## src/rtl/ssg_scan_reader.sv

```systemverilog
// ssg_scan_reader
// Reads a multiplexed 4-digit seven-segment display bus and reconstructs the
// displayed BCD number. A digit is taken once its {an, ssg} pattern has been
// stable for STABLE enabled samples. When all four digits have been captured
// the frame is published.
//
// Ports:
//   clk     rising-edge clock
//   reset   synchronous active-high reset (priority over enable)
//   enable  sample qualifier; low freezes all state
//   ssg     segment pattern, ssg[6]=a .. ssg[0]=g
//   an      one-hot digit select, an[0]=units
//   value   last complete frame, 4 BCD digits, value[3:0]=units
//   valid   one-cycle pulse: value updated this cycle
//   err     one-cycle pulse: invalid pattern accepted, frame discarded
//   seen    digits captured in the current frame
module ssg_scan_reader #(
    parameter int STABLE = 4
) (
    input  logic        clk,
    input  logic        reset,
    input  logic        enable,
    input  logic [6:0]  ssg,
    input  logic [3:0]  an,
    output logic [15:0] value,
    output logic        valid,
    output logic        err,
    output logic [3:0]  seen
);

    typedef enum logic [1:0] {COLLECT, PUBLISH, FAULT} state_e;

    state_e      state_q, state_d;
    logic [10:0] sample_q, sample_d;
    logic [3:0]  cnt_q, cnt_d;
    logic [15:0] shadow_q, shadow_d;
    logic [15:0] value_q, value_d;
    logic [3:0]  seen_q, seen_d;

    logic [10:0] cur;
    logic        an_onehot, match, accept, dig_ok, publish_go, fault_go;
    logic [3:0]  dig_bcd;

    function automatic logic [4:0] decode(input logic [6:0] s);
        logic [4:0] r;
        case (s)
            7'h7E:   r = {1'b1, 4'd0};
            7'h30:   r = {1'b1, 4'd1};
            7'h6D:   r = {1'b1, 4'd2};
            7'h79:   r = {1'b1, 4'd3};
            7'h33:   r = {1'b1, 4'd4};
            7'h5B:   r = {1'b1, 4'd5};
            7'h5F:   r = {1'b1, 4'd6};
            7'h70:   r = {1'b1, 4'd7};
            7'h7F:   r = {1'b1, 4'd8};
            7'h7B:   r = {1'b1, 4'd9};
            default: r = 5'd0;
        endcase
        return r;
    endfunction

    assign cur       = {an, ssg};
    assign an_onehot = (an != 4'b0) && ((an & (an - 4'd1)) == 4'b0);
    assign match     = (cur == sample_q);
    assign {dig_ok, dig_bcd} = decode(ssg);

    // The counter holds (number of matching samples - 1), so the STABLE-th
    // identical sample arrives while it reads STABLE-2. Saturation keeps it
    // from ever revisiting that value, giving one acceptance per window.
    assign accept     = enable && an_onehot && match && (cnt_q == 4'(STABLE - 2));
    assign fault_go   = accept && !dig_ok;
    assign publish_go = enable && (seen_q == 4'hF);

    // Stability tracking
    always_comb begin
        sample_d = sample_q;
        cnt_d    = cnt_q;
        if (enable) begin
            sample_d = cur;
            if (!an_onehot || !match) cnt_d = 4'd0;
            else if (cnt_q != 4'hF)   cnt_d = cnt_q + 4'd1;
        end
    end

    // Frame assembly. Publishing clears seen before a same-edge capture is
    // merged in, so that capture starts the next frame.
    always_comb begin
        shadow_d = shadow_q;
        seen_d   = seen_q;
        value_d  = value_q;
        if (publish_go && !fault_go) begin
            value_d = shadow_q;
            seen_d  = 4'b0;
        end
        if (accept) begin
            if (dig_ok) begin
                for (int i = 0; i < 4; i++)
                    if (an[i]) shadow_d[i*4 +: 4] = dig_bcd;
                seen_d = seen_d | an;
            end else begin
                shadow_d = 16'b0;
                seen_d   = 4'b0;
            end
        end
    end

    always_ff @(posedge clk) begin
        if (reset) begin
            sample_q <= '0;
            cnt_q    <= '0;
            shadow_q <= '0;
            seen_q   <= '0;
            value_q  <= '0;
        end else begin
            sample_q <= sample_d;
            cnt_q    <= cnt_d;
            shadow_q <= shadow_d;
            seen_q   <= seen_d;
            value_q  <= value_d;
        end
    end

    // FSM: state register
    always_ff @(posedge clk) begin
        if (reset) state_q <= COLLECT;
        else       state_q <= state_d;
    end

    // FSM: next state. PUBLISH/FAULT last exactly one cycle; entry only
    // happens on enabled edges, which is what defers a pending pulse.
    always_comb begin
        state_d = COLLECT;
        if (fault_go)        state_d = FAULT;
        else if (publish_go) state_d = PUBLISH;
    end

    // FSM: outputs
    always_comb begin
        valid = (state_q == PUBLISH);
        err   = (state_q == FAULT);
    end

    assign value = value_q;
    assign seen  = seen_q;

endmodule

```

## config.mk

```make
export PLATFORM = sky130hd
export DESIGN_NAME = ssg_scan_reader
export DESIGN_NICKNAME = d
export VERILOG_FILES = /design/src/rtl/ssg_scan_reader.sv
export SDC_FILE = /design/constraint.sdc
export NUM_CORES = 1
export LEC_CHECK = 0
export ABC_CLOCK_PERIOD_IN_PS = 2100
export CELL_PAD_IN_SITES_DETAIL_PLACEMENT = 0
export CELL_PAD_IN_SITES_GLOBAL_PLACEMENT = 2
export CORE_ASPECT_RATIO = 0.6
export CORE_MARGIN = 2
export CORE_UTILIZATION = 30
export CTS_BUF_LIST = sky130_fd_sc_hd__clkbuf_4 sky130_fd_sc_hd__clkbuf_8 sky130_fd_sc_hd__clkbuf_16
export CTS_CLUSTER_SIZE = 20
export DETAILED_ROUTE_END_ITERATION = 10
export PLACE_DENSITY_LB_ADDON = 0.1
export SLEW_MARGIN = 25
export SYNTH_ARGS = -nofsm -noshare
export SYNTH_HDL_FRONTEND = slang
export SYNTH_SLANG_ARGS = --single-unit
```

## constraint.sdc

```tcl
create_clock -name clk -period 2.1 [get_ports clk]
set_input_delay 0.42 -clock clk [delete_from_list [all_inputs] [get_ports clk]]
set_output_delay 0.42 -clock clk [all_outputs]
set_load 0.01 [all_outputs]
```

==> impl_metrics.env, run 1 <==
export IMPL_synth_area_mm2=0.002476
export IMPL_cp_start_kind="input pin"
export IMPL_syn_nets=275
export IMPL_drc=0
export IMPL_antenna_found_initial=0
export IMPL_wire_per_inst_um=13.95
export IMPL_timing_rr_start="sample_q[10]"
export IMPL_io_buffers=35
export IMPL_multi_input_area_mm2=0.001393
export IMPL_synth_top_area_share=0.4285
export IMPL_track_usage=0.1455
export IMPL_setup_slack_ns=0.07412
export IMPL_worstPathArrival_ns=2.26
export IMPL_core_mm2=0.007945
export IMPL_maxCapViolCount=0
export IMPL_die_w_um=121.3
export IMPL_cts_buffers=5
export IMPL_overflow=0
export IMPL_grt_max_degree=31
export IMPL_path_class="in2reg"
export IMPL_slew_viol_final=0
export IMPL_fp_dieH_um=74.37
export IMPL_layoutNonFillerInstCount=437
export IMPL_vias_per_cell=4.547
export IMPL_cp_end_kind="flip-flop"
export IMPL_whs_ns=0.4716
export IMPL_dp_hpwl_um=4533
export IMPL_synthTopCellsByArea="dfxtp_1 (43%), mux2i_1 (13%), nand2b_1 (9.3%)"
export IMPL_hp_class="reg2reg"
export IMPL_netlist_instances=259
export IMPL_worst_path_max_fanout=4
export IMPL_clk_latency_ns=0.29
export IMPL_maxSlewHeadroom=0.7587
export IMPL_synth_ff_type="dfxtp_1"
export IMPL_skew_ns=0.009377
export IMPL_powerDensity_mw_per_mm2=628.4
export IMPL_synth_most_common_cell="dfxtp_1"
export IMPL_syn_area_per_cell_um2=9.560
export IMPL_power_frac_comb=0.096
export IMPL_path_cells="dlygate4sd2_1, inv_2, o22ai_1, or4_4, or3_4, or3_4, a21oi_2"
export IMPL_yosysWarnings=0
export IMPL_pre_cts_ws_ns=-0.7219
export IMPL_start_util=0.3117
export IMPL_pwr_share_clk=0.434
export IMPL_place_area_mm2=0.003191
export IMPL_status="completed"
export IMPL_leakagePower_nw=1.375
export IMPL_clock_path_buffers=2
export IMPL_tns_ns=0
export IMPL_synth_top_area_cell="dfxtp_1"
export IMPL_die_area_mm2=0.009020
export IMPL_internal_power_mw=1.686
export IMPL_crit_family="simple AND/OR/NAND/NOR gates"
export IMPL_finalCriticalPeriod_ns=2.026
export IMPL_finalHoldViolations=0
export IMPL_antenna_cells=0
export IMPL_p_total_mw=2.186
export IMPL_dr_first_iter_drc_count=59
export IMPL_synth_seq_cells=53
export IMPL_async_flop_share=0
export IMPL_gp_congestion=0.7532
export IMPL_htree_levels=2
export IMPL_grt_pass1_wl_um=9977
export IMPL_max_freq_mhz=493.6
export IMPL_grt_setup_unrepaired="false"
export IMPL_critPathMostFrequentCell="or3_4"
export IMPL_slowest_stage="or4_4"
export IMPL_rows=25
export IMPL_totalWireLength_um=6098
export IMPL_setup_viol=0
export IMPL_netlist_top_cells_count="dfxtp_1 (53), nand2b_1 (37), mux2i_1 (31), nor2_1 (27), o22ai_1 (13)"
export IMPL_holdCritStartpoint="value[14]"
export IMPL_worstMarginPinSlew_ns=0.3593
export IMPL_clock_sinks=53
export IMPL_fin_util=0.4378
export IMPL_crit_required_ns=2.33
export IMPL_clkTransAtPathRegs_ns=0.07
export IMPL_swShare=0.2284
export IMPL_tritoncts="built"
export IMPL_io_pins=36
export IMPL_dr_total_vias=1987
export IMPL_grt_pass1_vias=1907
export IMPL_finish_instance_area_mm2=0.003478
export IMPL_switchingPower_mw=0.4993
export IMPL_area_delta_synth_final_pct=40.48
export IMPL_cts_root_buf="clkbuf_16"
export IMPL_cp_num_buf_inv=2
export IMPL_max_stage_delay_ns=0.51
export IMPL_drtAntennaViolNets=0
export IMPL_synthDistinctLibCells=45
export IMPL_yosysSeqAreaShare=0.4285
export IMPL_nFillCells=826
export IMPL_p_seq_frac=0.470
export IMPL_synth_edf_count=0
export IMPL_fin_nets=344
export IMPL_placedCellCount=424
export IMPL_ff_latch_area_mm2=0.001062
export IMPL_vdd_drop_max_uv=242.3
export IMPL_drt_pass1_iterations=4
export IMPL_crit_start="ssg[5]"
export IMPL_drive_gt1_frac=0.2462
export IMPL_fin_crit_sh=0.9647
==> power groups by stage <==
stage / logic (mW) / registers, mW / clock network (mW)
floorplan: 0.109 / 1.05 / 0
global placement: 0.204 / 1.05 / 0
detailed placement: 0.202 / 1.05 / 0
CTS: 0.204 / 1.03 / 0.975
global route: 0.228 / 1.03 / 1.03
finish: 0.209 / 1.03 / 0.949
==> final timing paths <==
check,to,slack (ns),cells past startpoint
worst max-delay path,cnt_q[1],0.07,7
worst min-delay path,value[14],0.47,2
worst max register to register,cnt_q[1],0.10,5
worst min register to register,value[14],0.47,2
==> cells in the final DEF (no fill, tap or decap), types with 3 or more instances in the layout <==
cell             netlist  layout
nor2b_1                3       3
nand3_1                5       4
nand4_1                3       3
nand2_1                6       6
o22ai_1               13      13
clkbuf_16              0       5
a22oi_1                4       4
nand2b_1              37      37
o21a_4                 0       3
buf_6                  2       5
nor2_1                27      26
nor4_4                 1       3
buf_4                  2      36
clkbuf_2               0       4
mux2i_1               31      31
inv_1                  6       5
xor2_1                 8       8
clkdlybuf4s50_1        0      24
a21o_1                 4       3
dfxtp_1               53      52
dlygate4sd2_1          0       3
==> flip-flops by register name, summed over array words and instances (netlist names) <==
register  cells
sample_q     11
seen          4
shadow_q     16
state_q       2
cnt_q         4
value        16
==> final cells by class <==
| class | count | share of cell area |
|---|---|---|
| inverter | 7 | 0.007554 |
| timing repair buffer | 78 | 0.1993 |
| multi-input combinational | 183 | 0.4004 |
| tap | 108 | 0.03885 |
| sequential | 53 | 0.3054 |
| clock inverter | 3 | 0.01259 |
| clock buffer | 5 | 0.03597 |
==> kinds of logic (layout without fill, tap and decap cells) <==
| kind of cell | count (synthesis) | in the layout | share of synthesized area |
|---|---|---|---|
| AOI/OAI and AO/OA | 41 | 41 | 0.1208 |
| xor gates and xnor gates | 10 | 10 | 0.03537 |
| adders and majority gates | 2 | 2 | 0.01010 |
| buffers and inverters | 23 | 93 | 0.04497 |
| DFF | 53 | 53 | 0.4285 |
| muxes | 32 | 32 | 0.1314 |
| and+or+nand+nor | 98 | 98 | 0.2289 |
==> layer usage <==
metal	wire length (um)	track usage
met4	26	0.03448
met1	3503	0.2217
met5	0	0
met2	2309	0.2004
met3	258	0.04064
==> worst min-delay path, stage by stage, from the launching register on <==
cell      delay (ns)
dfxtp_1         0.31
nand2b_1        0.06
mux2i_1         0.05
==> repair_timing <==
item / in CTS / in global routing
hold endpoints to repair: 0 / 0
pin swaps: 7 / 6
gates resized for setup: 26 / 17
buffers inserted: 6 / 0
endpoints found under the setup margin: 42 / 42
hold buffers: 0 / 0
Power figures use the tool's default switching activity.
==> inputs of run 2 (changes only) <==
--- a/config.mk
+++ b/config.mk
@@ -5,12 +5,13 @@
 export SDC_FILE = /design/constraint.sdc
 export NUM_CORES = 1
 export LEC_CHECK = 0
+export ABC_AREA = 1
 export ABC_CLOCK_PERIOD_IN_PS = 2100
 export CELL_PAD_IN_SITES_DETAIL_PLACEMENT = 0
 export CELL_PAD_IN_SITES_GLOBAL_PLACEMENT = 2
-export CORE_ASPECT_RATIO = 0.6
+export CORE_ASPECT_RATIO = 0.5
 export CORE_MARGIN = 2
-export CORE_UTILIZATION = 30
+export CORE_UTILIZATION = 27
 export CTS_BUF_LIST = sky130_fd_sc_hd__clkbuf_4 sky130_fd_sc_hd__clkbuf_8 sky130_fd_sc_hd__clkbuf_16
 export CTS_CLUSTER_SIZE = 20
 export DETAILED_ROUTE_END_ITERATION = 10
==> impl_metrics.env, run 2 <==
export IMPL_hold_depth=3
export IMPL_crit_required_ns=2.29
export IMPL_drt_pass1_iterations=4
export IMPL_vdd_drop_max_uv=265.3
export IMPL_placedCellCount=579
export IMPL_clkTransAtPathRegs_ns=0.07
export IMPL_yosysWarnings=0
export IMPL_worstMarginPinSlew_ns=0.3167
export IMPL_switchingPower_mw=0.5154
export IMPL_die_w_um=143.6
export IMPL_nFillCells=1017
export IMPL_antenna_found_initial=0
export IMPL_start_util=0.2785
export IMPL_clk_latency_ns=0.29
export IMPL_dr_total_vias=2507
export IMPL_overflow=0
export IMPL_grt_pass1_vias=2408
export IMPL_setup_reg_to_reg_worst_slack_ns=0.31
export IMPL_tritoncts="built"
export IMPL_fp_dieH_um=73.81
export IMPL_grt_pass1_wl_um=11460
export IMPL_drtAntennaViolNets=0
export IMPL_io_pins=36
export IMPL_die_area_mm2=0.01060
export IMPL_synth_most_common_cell="nand2_1"
export IMPL_syn_area_per_cell_um2=6.661
export IMPL_core_mm2=0.009447
export IMPL_area_delta_synth_final_pct=34.47
export IMPL_yosysSeqAreaShare=0.4032
export IMPL_synth_seq_cells=53
export IMPL_cts_hold_buffers=0
export IMPL_layoutNonFillerInstCount=588
export IMPL_clock_path_buffers=2
export IMPL_totalWireLength_um=6784
export IMPL_hp_class="in2reg"
export IMPL_gp_congestion=0.8168
export IMPL_synth_top_area_cell="dfxtp_1"
export IMPL_max_freq_mhz=543.7
export IMPL_slew_viol_final=0
export IMPL_setup_viol=0
export IMPL_track_usage=0.1402
export IMPL_finish_instance_area_mm2=0.003538
export IMPL_clock_sinks=53
export IMPL_reg2regPathDepth=11
export IMPL_path_class="in2reg"
export IMPL_htree_levels=2
export IMPL_worstPathArrival_ns=2.03
export IMPL_grt_setup_unrepaired="false"
export IMPL_whs_ns=0.4650
export IMPL_synthTopCellsByArea="dfxtp_1 (40%), nand2_1 (14%), nor2_1 (11%)"
export IMPL_status="completed"
export IMPL_synth_edf_count=0
export IMPL_maxSlewHeadroom=0.7881
export IMPL_async_flop_share=0
export IMPL_finalHoldViolations=0
export IMPL_cp_start_kind="input pin"
export IMPL_swShare=0.2344
export IMPL_drive_gt1_frac=0.1391
export IMPL_skew_ns=0.004413
export IMPL_layout_common_cells="nand2_1 (98), nor2_1 (75), dfxtp_1 (53)"
export IMPL_hold_path_end="sample_q[0]"
export IMPL_holdCritStartpoint="ssg[0]"
export IMPL_io_buffers=35
export IMPL_grt_max_degree=34
export IMPL_fin_nets=468
export IMPL_fin_util=0.3746
export IMPL_synth_top_area_share=0.4032
export IMPL_final_common_cell="nand2_1"
export IMPL_internal_power_mw=1.683
export IMPL_netlist_instances=395
export IMPL_drc=0
export IMPL_cts_root_buf="clkbuf_16"
export IMPL_cp_end_kind="flip-flop"
export IMPL_finalCriticalPeriod_ns=1.839
export IMPL_netlist_top_cells_count="nand2_1 (99), nor2_1 (77), dfxtp_1 (53), inv_1 (37), nand3_1 (36)"
export IMPL_vias_per_cell=4.264
export IMPL_worst_path_max_fanout=5
export IMPL_place_area_mm2=0.003297
export IMPL_antenna_cells=0
export IMPL_r2r_end="value[10]"
export IMPL_p_seq_frac=0.469
export IMPL_timing_rr_start="cnt_q[0]"
export IMPL_rows=25
export IMPL_dr_first_iter_drc_count=67
export IMPL_synthDistinctLibCells=26
export IMPL_dp_hpwl_um=4927
export IMPL_leakagePower_nw=1.557
export IMPL_powerDensity_mw_per_mm2=621.4
export IMPL_cts_buffers=5
export IMPL_synth_ff_type="dfxtp_1"
export IMPL_power_frac_comb=0.092
export IMPL_wire_per_inst_um=11.54
export IMPL_pwr_share_clk=0.439
export IMPL_fin_crit_sh=0.8758
export IMPL_synth_area_mm2=0.002631
export IMPL_maxCapViolCount=0
export IMPL_syn_nets=411
run 2: worst max-delay path by stage:
stage / start / end / slack, ns / depth (start not counted)
after detailed placement: an[1] / cnt_q[1] / -0.30 / 12
after CTS: ssg[6] / cnt_q[1] / 0.01 / 12
after floorplan: an[2] / shadow_q[0] / 0.39 / 13
final: enable / shadow_q[15] / 0.26 / 8
after global placement: ssg[6] / cnt_q[3] / -0.27 / 12
after global routing: an[1] / value[7] / 0.10 / 14
run 2: logic make-up (layout without fill, tap and decap cells):
kind of cell,after synthesis,count (layout),share of synthesized area
AND/OR/NAND/NOR,231,231,0.3847
buffers and inverters,60,118,0.1022
flip-flops,53,53,0.4032
AO/OA/AOI/OAI,46,46,0.09035
XOR/XNOR,3,3,0.009988
adder cells (fa/ha/maj),2,2,0.009509
run 2: area by class of cell:
type                       count  area, um2  share of cell area
clock buffer                   6      132.6             0.03748
multi-input combinational    282       1336              0.3777
sequential                    53       1061              0.2999
timing repair buffer          66      635.6              0.1796
inverter                      44      165.2             0.04668
clock inverter                 2      38.79             0.01096
tap                          135      168.9             0.04774
run 2: power groups by stage:
stage | Combinational (mW) | Sequential [mW] | Clock (mW)
after floorplan | 0.115 | 1.05 | 0
after global placement | 0.202 | 1.05 | 0
after detailed placement | 0.204 | 1.05 | 0
after CTS | 0.204 | 1.03 | 0.997
after global routing | 0.233 | 1.03 | 1.04
final | 0.203 | 1.03 | 0.965
run 2: stage by stage:
| step | setup TNS (ns) | total power, mW | worst slack (ns) |
|---|---|---|---|
| 2_1_floorplan | 0 | 1.167 | 0.3935 |
| 3_3_place_gp | -9.511 | 1.255 | -0.2748 |
| 3_5_place_dp | -10.64 | 1.258 | -0.2990 |
| 4_1_cts | 0 | 2.232 | 0.01307 |
| 5_1_grt | 0 | 2.310 | 0.1011 |
| 6_report | 0 | 2.199 | 0.2608 |
run 2: critical path, cell delays in order:
cell and delay [ns]:
clkdlybuf4s50_1 0.50, nand3_1 0.22, inv_1 0.24, nand4_1 0.31
nand2_1 0.19, nand2_1 0.06, nand2_1 0.06, nor2_1 0.03
run 2: repair_timing:
item | 4_1_cts | 5_1_grt
pin swaps | 0 | 4
gates resized for setup | 1 | 18
setup buffers | 0 | 1
endpoints found under the setup margin | 1 | 40
run 2: routing by layer:
| layer | vias up | global-route usage | routed length, um |
|---|---|---|---|
| li1 | 1350 | - | - |
| met1 | 1116 | 0.1964 | 3712 |
| met2 | 34 | 0.2138 | 2773 |
| met3 | 7 | 0.03651 | 243 |
| met4 | 0 | 0.03813 | 54 |
| met5 | - | 0 | 0 |
